===== src/rtl/mio_bus_slave.sv =====
// Memory/IO responder behind the CPU memory handshake.
// Decodes word accesses to data RAM, an LED register, switches or nothing.
module mio_bus_slave #(
    parameter int RAM_AW  = 10,
    parameter int RAM_LAT = 1,
    parameter int LED_W   = 8,
    parameter int SW_W    = 8
) (
    input  logic              clk,
    input  logic              rst,
    input  logic              mio_req,
    input  logic              mem_w,
    input  logic [31:0]       addr,
    input  logic [31:0]       data_in,
    output logic [31:0]       data_out,
    output logic              mio_ready,
    output logic              ram_en,
    output logic              ram_we,
    output logic [RAM_AW-1:0] ram_addr,
    output logic [31:0]       ram_din,
    input  logic [31:0]       ram_dout,
    output logic [LED_W-1:0]  led,
    input  logic [SW_W-1:0]   sw
);

    localparam logic [1:0] IDLE   = 2'd0;
    localparam logic [1:0] ACCESS = 2'd1;
    localparam logic [1:0] RESP   = 2'd2;

    localparam logic [1:0] SEL_RAM  = 2'd0;
    localparam logic [1:0] SEL_LED  = 2'd1;
    localparam logic [1:0] SEL_SW   = 2'd2;
    localparam logic [1:0] SEL_NONE = 2'd3;

    localparam logic [2:0] CNT_LAST = 3'(RAM_LAT - 1);

    logic [1:0]        state;
    logic [2:0]        cnt;
    logic              w_q;
    logic [RAM_AW-1:0] addr_q;
    logic [31:0]       din_q;
    logic [SW_W-1:0]   sw_meta;
    logic [SW_W-1:0]   sw_sync;
    logic [1:0]        sel;
    logic [31:0]       periph_rd;
    logic              unused_ok;

    assign unused_ok = ^{addr[1:0], addr[27:RAM_AW+2]};

    always_comb begin
        sel = SEL_NONE;
        unique case (1'b1)
            addr[31:28] == 4'h0: sel = SEL_RAM;
            addr[31:28] == 4'hF: sel = SEL_LED;
            addr[31:28] == 4'hE: sel = SEL_SW;
            default:             sel = SEL_NONE;
        endcase
    end

    // Peripheral read data is resolved at the sampling edge.
    always_comb begin
        periph_rd = '0;
        unique case (sel)
            SEL_LED: periph_rd[LED_W-1:0] = led;
            SEL_SW:  periph_rd[SW_W-1:0]  = sw_sync;
            default: periph_rd = '0;
        endcase
    end

    always_ff @(posedge clk or posedge rst) begin
        if (rst) begin
            sw_meta <= '0;
            sw_sync <= '0;
        end else begin
            sw_meta <= sw;
            sw_sync <= sw_meta;
        end
    end

    always_ff @(posedge clk or posedge rst) begin
        if (rst) begin
            state    <= IDLE;
            cnt      <= '0;
            w_q      <= 1'b0;
            addr_q   <= '0;
            din_q    <= '0;
            data_out <= '0;
            led      <= '0;
        end else begin
            unique case (state)
                IDLE: begin
                    if (mio_req) begin
                        w_q    <= mem_w;
                        addr_q <= addr[RAM_AW+1:2];
                        din_q  <= data_in;
                        cnt    <= '0;
                        if (sel == SEL_RAM) begin
                            state <= ACCESS;
                        end else begin
                            state <= RESP;
                            if (!mem_w) begin
                                data_out <= periph_rd;
                            end else if (sel == SEL_LED) begin
                                led <= data_in[LED_W-1:0];
                            end
                        end
                    end
                end
                ACCESS: begin
                    if (w_q) begin
                        state <= RESP;
                    end else if (cnt == CNT_LAST) begin
                        cnt      <= '0;
                        data_out <= ram_dout;
                        state    <= RESP;
                    end else begin
                        cnt <= cnt + 3'd1;
                    end
                end
                RESP: state <= IDLE;
                default: state <= IDLE;
            endcase
        end
    end

    assign mio_ready = (state == RESP);
    assign ram_en    = (state == ACCESS);
    assign ram_we    = ram_en & w_q;
    assign ram_addr  = addr_q;
    assign ram_din   = din_q;

endmodule


===== config.mk =====
export PLATFORM = sky130hd
export DESIGN_NAME = mio_bus_slave
export DESIGN_NICKNAME = d
export VERILOG_FILES = /design/src/rtl/mio_bus_slave.sv
export SDC_FILE = /design/constraint.sdc
export NUM_CORES = 1
export LEC_CHECK = 0
export ABC_AREA = 1
export CAP_MARGIN = 20
export CORE_ASPECT_RATIO = 1.75
export CORE_MARGIN = 3
export CORE_UTILIZATION = 38
export DETAILED_ROUTE_END_ITERATION = 8
export PLACE_DENSITY = 0.83
export SLEW_MARGIN = 20
export SYNTH_ARGS = -nofsm -noshare
export SYNTH_HDL_FRONTEND = slang
export SYNTH_SLANG_ARGS = --single-unit

===== constraint.sdc =====
create_clock -name clk -period 3.7 [get_ports clk]
set_input_delay 1.11 -clock clk [delete_from_list [all_inputs] [get_ports clk]]
set_output_delay 1.11 -clock clk [all_outputs]
set_load 0.03 [all_outputs]

==> key figures <==
Yosys
  – YS warnings: 0
  – Top post-synthesis cells by area: dfrtp_1 (60%), nand2_1 (20%), nand3_1 (5.2%)
  – Async SR Flop Fraction: 1.00
  – Mapped Cells: 517
  – Most common cell in the synthesized netlist: nand2_1
  – Synth top area share: 0.595
  – Commonest cells post-synth: nand2_1 (230), dfrtp_1 (104), nand3_1 (45)
  – Ys flop type: dfrtp_1
  – Register area share after synthesis: 0.595
  – Area leader, netlist: dfrtp_1
  – Post-synth EDFFs: 0
  – Mean Syn Cell Area: 8.46 um^2
  – Synth Register Bits: 104
  – Mapped cell area: 4370 um^2
  – Syn_nets: 630
  – Distinct cell type count after synthesis: 23

Die
  – Die width: 87.1 um
  – Number of I/O pins: 193
  – Die height: 148 um
  – Starting Density: 0.392
  – Area of the core: 11200 um^2
  – Die area: 12900 um^2
  – Cell Rows: 51

Timing
  – Relative slew slack: 0.484
  – Worst-margin pin slew: 773 ps
  – Fmax achieved: 326 MHz
  – Setup TNS: 0 ps
  – Clock Skews: 11.0 ps
  – Final period util: 0.830
  – RSZ-0062 raised after global routing: false
  – Count of final setup violators: 0
  – Hold Fails Final Rpt: 0
  – Period minus WS final: 3070 ps
  – Final Max Tran Viols: 0

Power and ir drop
  – Pwr Total: 4540 uW
  – Worst vdd ir: 0.439 mV
  – LEAKAGE: 0.00331 uW
  – Pwr dens: 698 nW/um^2

Place
  – Number of I/O port buffers: 174
  – Cells after DPL: 807
  – Dpl hpwl: 9.07 mm
  – Gpl congestion: 0.797

Drt
  – WL/cell: 14.5 um
  – Initial drt markers: 165
  – Drt first pass iters: 5
  – WL final: 11.9 mm
  – Vias per inst: 4.78
  – # DRC: 0
  – Antenna Nets Post-Route: 0
  – Total vias in the final route: 3938

Critical path
  – RR Endpoint: cnt[2]$_DFFE_PP0P_
  – FF-to-FF path depth: 6
  – WP data arrival: 1960 ps
  – Worst-path fanout max: 12
  – Worst Path Required: 2590 ps
  – Reg2reg start: state[0]$_DFFE_PP0P_
  – Critical path, cell by cell: inv_2 -> nand2_2 -> inv_2 -> clkdlybuf4s50_1
  – Crit Path Class: register to primary output
  – Endpoint class of the critical path: primary output
  – Critical path capture point: ram_en
  – Slowest CP cell: clkdlybuf4s50_1
  – CP Launch Type: register
  – Slowest stage delay, CP: 720 ps
  – Most frequent CP cell: inv_2
  – Setup crit start: state[1]$_DFFE_PP0P_
  – Worst reg2reg setup slack: 1560 ps

Clock network
  – CTS tree: yes
  – Number of post-CTS setup repair buffers: 0
  – CTS Buf Count: 9
  – Hold Buf Count CTS: 0
  – Post-cts sizing count: 0
  – Worst-path clk slew: 80 ps
  – Clock Path Buffers: 2
  – H-tree depth: 3
  – CTS Root Cell: clkbuf_16
  – Clock Sinks: 104
  – Worst-Skew Late Latency: 340 ps

Finish
  – Layout cells sized above 1: 0.0507
  – Layout Cells excl Fill: 823
  – Nets: 799
  – # fillers: 946
  – Syn-to-layout area delta: 49.0%
  – Final Util: 0.583
  – Antenna cell count: 0

GRT
  – Overall Global Routing Usage: 0.186
  – Largest net degree at the start of global routing: 40
  – First-pass GRT wire length: 19.1 mm
  – Initial antenna violation count: 0
  – Vias in the first global route: 4056
  – Leftover overflow at the end of global routing: 0

Status
  – Status: finished, final reports clean

Job
  – Maxcap violations: 0

Worst hold path
  – Hold WC Path Type: register to register
  – Worst hold path stage count: 0
-- cell usage in the layout (no fill, tap or decap), types with 6 or more instances in the layout --
| cell | netlist | routed |
|---|---|---|
| dfrtp_1 | 104 | 104 |
| nor2_1 | 29 | 29 |
| clkdlybuf4s50_1 | 0 | 174 |
| nand3_1 | 45 | 45 |
| o21ai_1 | 8 | 8 |
| clkbuf_16 | 0 | 9 |
| buf_4 | 3 | 6 |
| o21ai_0 | 13 | 13 |
| inv_1 | 42 | 41 |
| nand2_1 | 230 | 230 |
-- per-layer routing --
metal	track usage	vias up	wire (um)
met5	0	-	0
met4	0.0661	0	255
met3	0.0508	21	923
met2	0.324	154	6310
met1	0.217	1849	4420
li1	-	1914	-
-- layout make-up --
class	instances	area, um^2	area share
clock inverters	7	55.1	0.00845
well taps	132	165	0.0254
multi-input cells	343	1460	0.225
inverters	46	176	0.0271
repair buffers	182	1830	0.280
clock buffers	9	225	0.0346
flip-flops and latches	104	2600	0.400
-- through the flow --
| stage | hold WS, ps | cell area [um^2] | setup slack (ps) |
|---|---|---|---|
| 2_1_floorplan | 331 | 4380 | 1330 |
| 3_3_place_gp | 337 | 6230 | 555 |
| 3_5_place_dp | 338 | 6230 | 521 |
| 4_1_cts | 342 | 6510 | 620 |
| 5_1_grt | 339 | 6510 | 548 |
| 6_report | 338 | 6510 | 629 |
-- where the power goes --
part | switching, uW | leakage, uW | total [uW] | internal [uW]
registers | 190 | 0.00134 | 1640 | 1450
clock network | 430 | 0.000133 | 894 | 464
logic | 1240 | 0.00184 | 2010 | 772
-- kinds of logic after synthesis --
| group | synth area share |
|---|---|
| DFF | 0.595 |
| adders and majority gates | 0.0143 |
| buffers and inverters | 0.0704 |
| and+or+nand+nor | 0.290 |
| xor gates and xnor gates | 0.00200 |
| AOI/OAI and AO/OA | 0.0280 |
-- flip-flops by register name (all words and copies together), names as in the netlist --
name	flops
cnt	3
w_q	1
state	2
ram_addr	10
sw_sync	8
ram_din	32
data_out	32
sw_meta	8
led	8
-- worst min-delay path by stage --
| stage | start | endpoint | slack, ps |
|---|---|---|---|
| floorplan | sw_meta[0]$_DFF_PP0_ | sw_sync[0]$_DFF_PP0_ | 330 |
| global placement | sw_meta[0]$_DFF_PP0_ | sw_sync[0]$_DFF_PP0_ | 340 |
| detailed placement | sw_meta[4]$_DFF_PP0_ | sw_sync[4]$_DFF_PP0_ | 340 |
| CTS | sw_meta[4]$_DFF_PP0_ | sw_sync[4]$_DFF_PP0_ | 340 |
| global route | sw_meta[4]$_DFF_PP0_ | sw_sync[4]$_DFF_PP0_ | 340 |
| finish | sw_meta[4]$_DFF_PP0_ | sw_sync[4]$_DFF_PP0_ | 340 |
-- worst max-delay path, delay by kind of cell, from the launching register on --
family	cells	cell delay, ps
buffers and inverters	3	1060
DFF	1	420
and+or+nand+nor	1	150
(Power assumes the default switching activity.)
